<file path="src/rtl/run_sequencer.sv">
// rtl/run_sequencer.sv - runs NUM_PROGS core programs back-to-back and logs per-program cycle counts
//
// Ports:
//   CLK         rising-edge clock
//   Init        asynchronous active-high reset
//   Go          level-sampled request to run the whole program sequence (ignored while Busy)
//   Halt        halt output of the processor core
//   Start       drives the core start pin, high INIT_CYCLES cycles before each program
//   ProgSel     program ROM bank select (index of the current program)
//   Busy        high in START, RUN and LOG (decoded from state)
//   Done        sequence finished; held until the next accepted Go
//   TimedOut    sticky: a program in this sequence hit TIMEOUT
//   CountValid  one-cycle pulse when CycleCount updates
//   CycleCount  run cycles of the most recently finished program
module run_sequencer #(
   parameter int NUM_PROGS   = 3,
   parameter int INIT_CYCLES = 2,
   parameter int TIMEOUT     = 1000,
   parameter int CNT_W       = 16
) (
   input  logic             CLK,
   input  logic             Init,
   input  logic             Go,
   input  logic             Halt,
   output logic             Start,
   output logic [1:0]       ProgSel,
   output logic             Busy,
   output logic             Done,
   output logic             TimedOut,
   output logic             CountValid,
   output logic [CNT_W-1:0] CycleCount
);

   localparam int               INIT_W    = (INIT_CYCLES > 1) ? $clog2(INIT_CYCLES) : 1;
   localparam logic [INIT_W-1:0] INIT_LAST = INIT_W'(INIT_CYCLES - 1);
   localparam logic [CNT_W-1:0]  RUN_LAST  = CNT_W'(TIMEOUT - 1);
   localparam logic [CNT_W-1:0]  RUN_LIMIT = CNT_W'(TIMEOUT);
   localparam logic [1:0]        LAST_PROG = 2'(NUM_PROGS - 1);

   // Parameter sanity: the run counter must be able to hold TIMEOUT without wrapping.
   if (NUM_PROGS < 1 || NUM_PROGS > 4) begin : gBadNumProgs
      $error("run_sequencer: NUM_PROGS must be 1..4");
   end
   if (INIT_CYCLES < 1) begin : gBadInitCycles
      $error("run_sequencer: INIT_CYCLES must be >= 1");
   end
   if (TIMEOUT < 2) begin : gBadTimeoutLow
      $error("run_sequencer: TIMEOUT must be >= 2");
   end
   if (CNT_W < 31 && TIMEOUT >= (1 << CNT_W)) begin : gBadTimeoutHigh
      $error("run_sequencer: TIMEOUT must be below 2**CNT_W");
   end

   typedef enum logic [2:0] {
      IDLE  = 3'd0,
      START = 3'd1,
      RUN   = 3'd2,
      LOG   = 3'd3,
      DONE  = 3'd4
   } state_t;

   state_t             state, stateNext;
   logic [INIT_W-1:0]  initCnt, initCntNext;
   logic [CNT_W-1:0]   runCnt, runCntNext;
   logic               startNext;
   logic [1:0]         progSelNext;
   logic               doneNext;
   logic               timedOutNext;
   logic               countValidNext;
   logic [CNT_W-1:0]   cycleCountNext;

   always_ff @(posedge CLK or posedge Init) begin
      if (Init) begin
         state      <= IDLE;
         initCnt    <= '0;
         runCnt     <= '0;
         Start      <= 1'b0;
         ProgSel    <= 2'd0;
         Done       <= 1'b0;
         TimedOut   <= 1'b0;
         CountValid <= 1'b0;
         CycleCount <= '0;
      end else begin
         state      <= stateNext;
         initCnt    <= initCntNext;
         runCnt     <= runCntNext;
         Start      <= startNext;
         ProgSel    <= progSelNext;
         Done       <= doneNext;
         TimedOut   <= timedOutNext;
         CountValid <= countValidNext;
         CycleCount <= cycleCountNext;
      end
   end

   // The result is loaded on the RUN->LOG edge so CountValid and CycleCount are
   // visible during the LOG cycle, one cycle after Halt is sampled.
   always_comb begin
      stateNext      = state;
      initCntNext    = initCnt;
      runCntNext     = runCnt;
      startNext      = Start;
      progSelNext    = ProgSel;
      doneNext       = Done;
      timedOutNext   = TimedOut;
      countValidNext = 1'b0;
      cycleCountNext = CycleCount;

      case (state)
         IDLE, DONE: begin
            if (Go) begin
               stateNext    = START;
               startNext    = 1'b1;
               progSelNext  = 2'd0;
               timedOutNext = 1'b0;
               doneNext     = 1'b0;
               initCntNext  = '0;
            end
         end

         // Halt is deliberately not looked at here: it may still be stale from the previous program.
         START: begin
            if (initCnt == INIT_LAST) begin
               stateNext  = RUN;
               startNext  = 1'b0;
               runCntNext = '0;
            end else begin
               initCntNext = initCnt + INIT_W'(1);
            end
         end

         // A halt coinciding with the last allowed cycle wins over the timeout.
         RUN: begin
            if (Halt) begin
               stateNext      = LOG;
               countValidNext = 1'b1;
               cycleCountNext = runCnt;
            end else if (runCnt == RUN_LAST) begin
               stateNext      = LOG;
               countValidNext = 1'b1;
               cycleCountNext = RUN_LIMIT;
               timedOutNext   = 1'b1;
            end else begin
               runCntNext = runCnt + CNT_W'(1);
            end
         end

         LOG: begin
            if (ProgSel == LAST_PROG) begin
               stateNext = DONE;
               doneNext  = 1'b1;
            end else begin
               stateNext   = START;
               progSelNext = ProgSel + 2'd1;
               startNext   = 1'b1;
               initCntNext = '0;
            end
         end

         default: begin
            stateNext = IDLE;
         end
      endcase
   end

   assign Busy = (state == START) || (state == RUN) || (state == LOG);

endmodule

</file>
<file path="config.mk">
export PLATFORM = sky130hd
export DESIGN_NAME = run_sequencer
export DESIGN_NICKNAME = d
export VERILOG_FILES = /design/src/rtl/run_sequencer.sv
export SDC_FILE = /design/constraint.sdc
export NUM_CORES = 1
export LEC_CHECK = 0
export BUFFER_PORTS_ARGS = -buffer_cell sky130_fd_sc_hd__clkbuf_2
export CAP_MARGIN = 0
export CORE_MARGIN = 2
export CORE_UTILIZATION = 57
export DETAILED_ROUTE_END_ITERATION = 12
export GPL_TIMING_DRIVEN = 0
export PLACE_DENSITY = 0.79
export SYNTH_ARGS = -nofsm -noshare
export SYNTH_HDL_FRONTEND = slang
export SYNTH_SLANG_ARGS = --single-unit
</file>
<file path="constraint.sdc">
create_clock -name CLK -period 3.85 [get_ports CLK]
set_input_delay 0.1925 -clock CLK [delete_from_list [all_inputs] [get_ports CLK]]
set_output_delay 0.1925 -clock CLK [all_outputs]
set_load 0.05 [all_outputs]
</file>
==> impl_metrics.json <==
{
  "endpoint_kind": "register",
  "cts_sinks": 42,
  "pwr_density_cell_mw_per_mm2": 694,
  "gr-total-overflow": 0,
  "clkTransAtPathRegs_ns": 0.13,
  "synthTopCellsByArea": "dfrtp_1 (52%), a22o_1 (5.6%), o21ai_0 (4.4%)",
  "final-max-slew-violation-count": 0,
  "dp_worst_setup_slack_ns": 1.75,
  "drv_cap": 0,
  "grt_max_degree": 43,
  "fillers": 260,
  "start_kind": "register",
  "core_mm2": 0.00339,
  "viasPerCell": 6.14,
  "ys_seq_area_share_pct": 51.7,
  "final_hold_viol_count": 0,
  "critPathKind": "reg -> reg",
  "ys_seq_elements": 42,
  "remaining_drc_errors": 0,
  "fmax_mhz": 478,
  "place.port_buffers": 25,
  "insertion_delay_ns": 0.36,
  "first_iter_violations": 139,
  "netlist_area_mm2": 0.00203,
  "grt_pass1_vias": 1637,
  "period_share_pct": 54.3,
  "placementRows": 21,
  "period_needed_ns": 2.09,
  "grt_pass1_wl_mm": 7.68,
  "area_delta_synth_final_pct": 12.6,
  "critPathMaxFanout": 10,
  "gp_congestion": 0.840,
  "pin_count": 27,
  "antenna_found_initial": 0,
  "p_sw_share_pct": 47.7,
  "cts_tree": "done",
  "cts_buffers": 5,
  "via_count": 1720,
  "sequentialPowerShare_pct": 39.0,
  "cpPeakStageDelay_ns": 0.48,
  "wl_per_cell_um": 15.7,
  "wl_mm": 4.41,
  "leakage_nw": 1.10,
  "ant_nets": 0,
  "avgSynthCellArea_um2": 10.2,
  "synthesis.instances": 200,
  "worstPathCellList": "or3b_2 > clkbuf_1 > and2_1 > clkbuf_1 > o21ai_0 > o31ai_1",
  "fp.dieW_um": 63.7,
  "initial_core_util_pct": 60.0,
  "drive_gt1_share_pct": 19.2,
  "hpwl_mm": 3.18,
  "synth-main-ff-cell": "dfrtp_1",
  "syn_nets": 206,
  "power_frac_clock_pct": 14.5,
  "synth_top_area_cell": "dfrtp_1",
  "ctsResizeCount": 0,
  "dieArea_mm2": 0.00406,
  "synth_most_common_cell": "dfrtp_1",
  "yosys-top-cells-count": "dfrtp_1 (42), o21ai_0 (18), nand2_1 (14)",
  "fp.dieH_um": 63.7,
  "synth_edf_count": 0,
  "slowest_stage": "dfrtp_1",
  "cp_common_cell": "clkbuf_1",
  "rsz0062_at_grt": "no",
  "slew_headroom_pct": 44.1,
  "async_flop_share_pct": 100,
  "timing.setup.tns_ns": 0,
  "fin_skew_ns": 0.0112,
  "drtPass1Iterations": 4,
  "status": "finished clean",
  "pwr-share-comb_pct": 46.4,
  "setup_slack_ns": 1.76,
  "ys_warn_count": 0,
  "setup_violations": 0,
  "switchingPower_uw": 758,
  "p_int_uw": 830,
  "worst_ep_arrival_time_ns": 2.34,
  "nets": 239,
  "root_buffer": "clkbuf_4",
  "diodes": 0,
  "clk_path_buf_depth": 2,
  "peakVddDrop_mv": 0.517,
  "worstPathRequired_ns": 4.10,
  "tightest_slew_ns": 0.837,
  "hp-class": "in -> reg",
  "synth_cell_types": 44,
  "grtUsageTotal_pct": 24.5,
  "netlist.area_leader.share_pct": 51.7,
  "htree_levels": 2
}
per-layer routing:
metal | GRT usage (%) | share of wire [%] | vias to the layer above
met3 | 6.61 | 3.6 | 6
met5 | 0 | 0 | -
met1 | 31.2 | 44 | 857
met4 | 8.70 | 1.5 | 0
li1 | - | - | 818
met2 | 40.1 | 51 | 39
power by group through the flow:
stage                     Clock, mW  Combinational (mW)  Sequential (mW)
after floorplan                   0               0.341            0.841
after global placement            0               0.712            0.618
after CTS                     0.240               0.743            0.619
after global routing          0.258               0.798            0.631
final                         0.231               0.738            0.620
after detailed placement          0               0.739            0.628
worst max-delay path, delay by kind of cell, from the launching register on:
kind            cells  cell delay, ns
simple gates        2            0.70
flops               1            0.48
buf+inv             2            0.45
compound gates      2            0.33
final timing paths:
check,cells after the start,slack (ns),startpoint,to
worst max-delay path,6,1.76,state[0],runCnt[4]
worst min-delay path,2,0.05,Go,TimedOut
worst max register to register,6,1.76,state[0],runCnt[4]
worst min register to register,1,0.53,CycleCount[11],CycleCount[11]
max in group asynchronous,3,2.79,Init,runCnt[6]
min in group asynchronous,3,0.52,Init,runCnt[9]
what timing repair did:
| item | 4_1_cts | 5_1_grt |
|---|---|---|
| hold buffers | 1 | 0 |
| hold endpoints to repair | 10 | 0 |
| setup buffers | 0 | 0 |
cell families (layout without fill, tap and decap cells):
logic type / Yosys count / count (layout) / share of synthesized area (%)
simple gates: 71 / 71 / 20.9
compound gates: 62 / 62 / 21.2
flops: 42 / 42 / 51.7
buf+inv: 22 / 56 / 4.49
fa+ha+maj: 2 / 2 / 1.23
mux: 1 / 1 / 0.492
metrics by stage:
| step | cells | total power, mW | area, um2 | hold WS [ns] | util (%) |
|---|---|---|---|---|---|
| 2_1_floorplan | 200 | 1.18 | 2030 | 0.278 | - |
| 3_3_place_gp | 271 | 1.33 | 2220 | 0.435 | 65.4 |
| 3_5_place_dp | 271 | 1.37 | 2220 | 0.399 | 65.4 |
| 4_1_cts | 280 | 1.60 | 2290 | 0.0295 | 67.6 |
| 5_1_grt | 280 | 1.69 | 2290 | 0.0403 | 67.6 |
| 6_report | 280 | 1.59 | 2290 | 0.0460 | 67.6 |
placed cells by master (no fill, tap or decap), types with 5 or more instances in the layout:
master,count
a21oi_1,6
a22o_1,13
clkbuf_1,7
clkbuf_2,25
clkbuf_4,5
dfrtp_1,42
inv_1,8
nand2_1,14
nand3_1,8
nand4_1,8
nor2_1,11
o21ai_0,18
o22a_1,6
registers in the layout (all words and copies together), names as in the netlist:
signal,cells
state,3
Done,1
ProgSel,2
CountValid,1
Start,1
initCnt,1
CycleCount,16
runCnt,16
TimedOut,1
area by class of cell:
type / count / area (um2) / area share [%]
flip-flops and latches: 42 / 1050 / 45.9
inverters: 9 / 33.8 / 1.48
clock inverters: 2 / 12.5 / 0.546
clock buffers: 6 / 51.3 / 2.24
well taps: 46 / 57.6 / 2.51
plain buffers: 13 / 57.6 / 2.51
multi-input cells: 136 / 891 / 38.9
repair buffers: 26 / 135 / 5.90
Power figures use the tool's default switching activity.
